$ cat src/rtl/el2_dec_trigger_hit_ctl.sv
// el2_dec_trigger_hit_ctl
//   Carries the decode-stage i0 trigger match vector down the i0 pipe
//   (D -> X -> R), qualifies it with valid/flush/stall, applies optional
//   pairwise chaining, and produces commit-stage trigger hits, the
//   breakpoint-vs-debug action and sticky mtdata1 hit bits. A small
//   debug-handshake FSM masks re-triggering while a halt is pending and
//   for the first instruction after resume.
//
//   Build option: RV_TRIGGER_CHAIN_EN enables pairwise chaining (0/1, 2/3).
//   Without it, mtdata1_chain is ignored and each trigger stands alone.
//
//   Ports:
//     clk, rst_l               core clock, async active-low reset
//     dec_i0_trigger_match_d   per-trigger match for i0 in D
//     dec_i0_valid_d           i0 valid in D
//     dec_pipe_stall           hold all D/X/R trigger state
//     dec_flush_x              kill instructions in X and R
//     mtdata1_action           per trigger: 1 = debug halt, 0 = breakpoint
//     mtdata1_chain            chain bits (bits 0 and 2 used)
//     mtdata1_hit_clr          CSR write clearing hit bits
//     dbg_halted               core is in debug halt
//     dbg_resume_req           debugger resume pulse
//     trigger_hit_r            effective per-trigger hit at R
//     trigger_hit_brkpt_r      take breakpoint exception at R
//     trigger_hit_dbg_r        request debug halt at R
//     mtdata1_hit              sticky hit bits
//     trigger_suppress         matches masked by the debug FSM
module el2_dec_trigger_hit_ctl #(
   parameter int unsigned NUM_TRIG = 4
) (
   input  logic                clk,
   input  logic                rst_l,
   input  logic [NUM_TRIG-1:0] dec_i0_trigger_match_d,
   input  logic                dec_i0_valid_d,
   input  logic                dec_pipe_stall,
   input  logic                dec_flush_x,
   input  logic [NUM_TRIG-1:0] mtdata1_action,
   input  logic [NUM_TRIG-1:0] mtdata1_chain,
   input  logic [NUM_TRIG-1:0] mtdata1_hit_clr,
   input  logic                dbg_halted,
   input  logic                dbg_resume_req,
   output logic [NUM_TRIG-1:0] trigger_hit_r,
   output logic                trigger_hit_brkpt_r,
   output logic                trigger_hit_dbg_r,
   output logic [NUM_TRIG-1:0] mtdata1_hit,
   output logic                trigger_suppress
);

   typedef enum logic [1:0] {
      RUN           = 2'd0,
      HALT_WAIT     = 2'd1,
      HALTED        = 2'd2,
      STEP_SUPPRESS = 2'd3
   } state_e;

   state_e              state_q;
   logic                suppress_q;   // HALT_WAIT, HALTED or STEP_SUPPRESS
   logic                hit_mask_q;   // HALT_WAIT or HALTED

   logic                x_valid_q, r_valid_q;
   logic [NUM_TRIG-1:0] x_match_q, r_match_q;
   logic [NUM_TRIG-1:0] match_d_qual;
   logic [NUM_TRIG-1:0] eff;
   logic [NUM_TRIG-1:0] hit_q, hit_d;
   logic                unused_chain;

   assign match_d_qual = dec_i0_trigger_match_d
                       & {NUM_TRIG{dec_i0_valid_d & ~suppress_q}};

   // Flush beats stall and advance; stall freezes both stages.
   always_ff @(posedge clk or negedge rst_l) begin
      if (!rst_l) begin
         x_valid_q <= 1'b0;
         x_match_q <= '0;
         r_valid_q <= 1'b0;
         r_match_q <= '0;
      end else if (dec_flush_x) begin
         x_valid_q <= 1'b0;
         x_match_q <= '0;
         r_valid_q <= 1'b0;
         r_match_q <= '0;
      end else if (!dec_pipe_stall) begin
         x_valid_q <= dec_i0_valid_d;
         x_match_q <= match_d_qual;
         r_valid_q <= x_valid_q;
         r_match_q <= x_match_q;
      end
   end

`ifdef RV_TRIGGER_CHAIN_EN
   // A chained pair only fires when both members match.
   always_comb begin
      eff = r_match_q;
      if (mtdata1_chain[0]) begin
         eff[0] = r_match_q[0] & r_match_q[1];
         eff[1] = r_match_q[0] & r_match_q[1];
      end
      if (mtdata1_chain[2]) begin
         eff[2] = r_match_q[2] & r_match_q[3];
         eff[3] = r_match_q[2] & r_match_q[3];
      end
   end
   assign unused_chain = mtdata1_chain[1] ^ mtdata1_chain[3];
`else
   assign eff          = r_match_q;
   assign unused_chain = ^mtdata1_chain;
`endif

   assign trigger_hit_r       = eff & {NUM_TRIG{r_valid_q & ~hit_mask_q}};
   assign trigger_hit_dbg_r   = (|(trigger_hit_r & mtdata1_action)) & ~dbg_halted;
   assign trigger_hit_brkpt_r = (|(trigger_hit_r & ~mtdata1_action)) & ~trigger_hit_dbg_r;

   // Set wins over a same-cycle clear.
   assign hit_d = (hit_q & ~mtdata1_hit_clr) | trigger_hit_r;

   always_ff @(posedge clk or negedge rst_l) begin
      if (!rst_l) hit_q <= '0;
      else        hit_q <= hit_d;
   end

   assign mtdata1_hit = hit_q;

   // Debug handshake FSM; suppress/mask flags are registered alongside the
   // state so they are clean decodes of it.
   always_ff @(posedge clk or negedge rst_l) begin
      if (!rst_l) begin
         state_q    <= RUN;
         suppress_q <= 1'b0;
         hit_mask_q <= 1'b0;
      end else begin
         case (state_q)
            RUN: begin
               if (trigger_hit_dbg_r) begin
                  state_q    <= HALT_WAIT;
                  suppress_q <= 1'b1;
                  hit_mask_q <= 1'b1;
               end
            end
            HALT_WAIT: begin
               if (dbg_halted) state_q <= HALTED;
            end
            HALTED: begin
               if (dbg_resume_req) begin
                  state_q    <= STEP_SUPPRESS;
                  hit_mask_q <= 1'b0;
               end
            end
            STEP_SUPPRESS: begin
               if (dec_i0_valid_d && !dec_pipe_stall) begin
                  state_q    <= RUN;
                  suppress_q <= 1'b0;
               end
            end
            default: begin
               state_q    <= RUN;
               suppress_q <= 1'b0;
               hit_mask_q <= 1'b0;
            end
         endcase
      end
   end

   assign trigger_suppress = suppress_q;

endmodule

$ cat config.mk
export PLATFORM = sky130hd
export DESIGN_NAME = el2_dec_trigger_hit_ctl
export DESIGN_NICKNAME = d
export VERILOG_FILES = /design/src/rtl/el2_dec_trigger_hit_ctl.sv
export SDC_FILE = /design/constraint.sdc
export NUM_CORES = 1
export LEC_CHECK = 0
export BUFFER_PORTS_ARGS = -buffer_cell sky130_fd_sc_hd__buf_4
export CAP_MARGIN = 10
export CORE_MARGIN = 4
export CORE_UTILIZATION = 32
export CTS_BUF_LIST = sky130_fd_sc_hd__clkbuf_2
export DETAILED_ROUTE_END_ITERATION = 12
export PLACE_DENSITY = 0.55
export SYNTH_ARGS = -nofsm -noshare
export SYNTH_HDL_FRONTEND = slang
export SYNTH_SLANG_ARGS = --single-unit
$ cat constraint.sdc
create_clock -name clk -period 2.8 [get_ports clk]
set_clock_uncertainty 0.15 [all_clocks]
set_input_delay 0.42 -clock clk [delete_from_list [all_inputs] [get_ports clk]]
set_output_delay 0.42 -clock clk [all_outputs]
set_load 0.02 [all_outputs]
==> flow_summary.ini <==
[global_routing]
grt_max_degree = 19
grt_overflow_total = 0
grt_pass1_wl_um = 3550
grt_pass1_vias = 791
grt_usage = 0.111
antenna_found_initial = 0

[detailed_routing]
drc = 0
drtIter0Drc = 17
routed_wirelength_um = 2030
ant_nets = 0
post_drt_wl_per_cell_um = 13.0
drt_first_pass_iters = 4
routed_via_density = 4.97
via_count = 776

[setup_path]
crit_buf_inv = 1
cp_max_fo = 7
crit_chain = a22oi_2, a2111oi_4, nor4_1, buf_4
crit_family = compound AO/OA/AOI/OAI gates
crit_arrival_ps = 1700
critical_path_class = flip-flop to output port
slowest_stage = a2111oi_4
reg2regPathDepth = 4
r2r_slack_ps = 940
cp-start-kind = flip-flop
end_kind = output port
worstPathRequired_ps = 2230
timing.rr.end = state_q[1]
cpPeakStageDelay_ps = 550
reg2reg_from = eff[2]

[clocking]
cts_buffer_depth = 2
cts_tree = done
cts_resized = 0
clk_latency_ps = 310
numCtsBuffers = 3
cts.sinks = 18
cts_max_level = 1
clkTransAtPathRegs_ps = 180
ctsHoldBuffers = 1
clockRootBuffer = clkbuf_2
postCtsSetupRepairBufs = 0

[die]
start_util = 0.340
dieArea_um2 = 3890
die_width_um = 62.4
core_area_um2 = 2780
fp.dieH_um = 62.4
top_level_ports = 34
num_rows = 19

[placed_design]
port_buffers = 29
dpl.hpwl_um = 1550
gp_congestion = 0.772

[timing]
final_max_slew_viol_count = 0
worst_slew_pin_slew_ps = 495
min_period_over_period = 0.809
max_clock_freq_ghz = 0.441
relSlewSlack = 0.670
whs_ps = 161
finalSetupViolCount = 0
finalSetupTns_ps = 0
grt_setup_unrepaired = false
period_needed_ps = 2270
hold_viol = 0

[layout]
final_cell_mix = buf_4, dfrtp_1, inv_1
layout_commonest_cell = buf_4
n_fill_cell = 270
area_growth_pct = 28.8
antenna_cells = 0
layout-drive-gt1-share = 0.280
fin_nets = 154

[power_and_ir_drop]
power_density_nw_per_um2 = 541
p_int_mw = 0.425
p_seq_frac = 0.491
swShare = 0.355
p_leak_nw = 0.615
clock_power_share = 0.172
total_switching_power_mw = 0.234
vdd_drop_max_mv = 0.412
combPwrFrac = 0.338

[synth]
synth.distinct_cells = 27
syn_area_um2 = 946
synth_cells = 94
ys.flop_type = dfrtp_1
synth-seq-cells = 18
ys_async_sr_fraction = 1.00
synth_nets = 122
syn_avg_cell_area_um2 = 10.1
synth.yosys.seq_area_share = 0.476
synth_warnings = 0
synth-edff-count = 0

[status]
status = completed

[flow_run]
max-cap-violations = 0

[worst_hold_path]
hold_path_depth = 2
min_from = dec_flush_x
holdPathEnd = x_match_q[3]
hp-class = primary input to flip-flop
## area by class of cell
class                           count  area, um2  share of cell area
Sequential cell                    18        450               0.370
Multi-Input combinational cell     59        430               0.353
Timing Repair Buffer               30        228               0.187
Inverter                           14       52.6              0.0431
Tap cell                           31       38.8              0.0318
Clock buffer                        3       15.0              0.0123
Clock inverter                      1       3.75             0.00308
## state kept, by name (all words and copies together) (netlist names)
name	count
state_q	2
hit_mask_q	1
trigger_suppress	1
eff	4
x_valid_q	1
mtdata1_hit	4
x_match_q	4
r_valid_q	1
## cell families after synthesis
family	after synthesis	share of synthesized area
fa+ha+maj	5	0.0661
compound gates	24	0.197
flops	18	0.476
buf+inv	17	0.0688
simple gates	24	0.127
mux	6	0.0648
## worst max-delay path by stage
stage / from / end / slack [ps] / cells after the start
floorplan: mtdata1_action[0] / trigger_hit_brkpt_r / 650 / 3
global placement: mtdata1_action[0] / trigger_hit_brkpt_r / 770 / 5
detailed placement: mtdata1_action[2] / trigger_hit_brkpt_r / 780 / 5
CTS: eff[2] / trigger_hit_brkpt_r / 500 / 4
global route: eff[2] / trigger_hit_brkpt_r / 390 / 4
finish: eff[2] / trigger_hit_brkpt_r / 530 / 4
## through the flow
stage	power [mW]	cells	instance area [um2]	utilization	worst slack, ps
2_1_floorplan	0.482	94	946	-	655
3_3_place_gp	0.542	151	1190	0.428	773
3_5_place_dp	0.549	151	1190	0.428	782
4_1_cts	0.668	156	1220	0.438	497
5_1_grt	0.712	156	1220	0.438	390
6_report	0.659	156	1220	0.438	534
## cell usage after synthesis, drive strengths merged (2+ instances only)
cell,count,share of area
nor3,4,0.021
nand3b,4,0.032
a21o,4,0.032
nand2,5,0.020
inv,14,0.056
ha,5,0.066
o21ai,2,0.011
buf,3,0.013
a21oi,8,0.042
o22ai,2,0.013
mux2i,5,0.053
dfrtp,18,0.48
a22oi,2,0.021
nor2b,2,0.013
nor2,7,0.028
## power by group through the flow
stage	Sequential [mW]	Combinational, mW	Clock (mW)
after CTS	0.324	0.224	0.120
after floorplan	0.318	0.164	0
after global placement	0.328	0.214	0
after global routing	0.329	0.252	0.131
final	0.323	0.223	0.113
after detailed placement	0.330	0.219	0
## metal layers
metal	vias up	part of all wire	wire length, um	GRT usage
met1	356	0.47	948	0.141
met3	4	0.081	164	0.0378
li1	383	-	-	-
met2	33	0.44	889	0.171
met5	-	0	0	0
met4	0	0.011	22	0.0477
(Power assumes the default switching activity.)
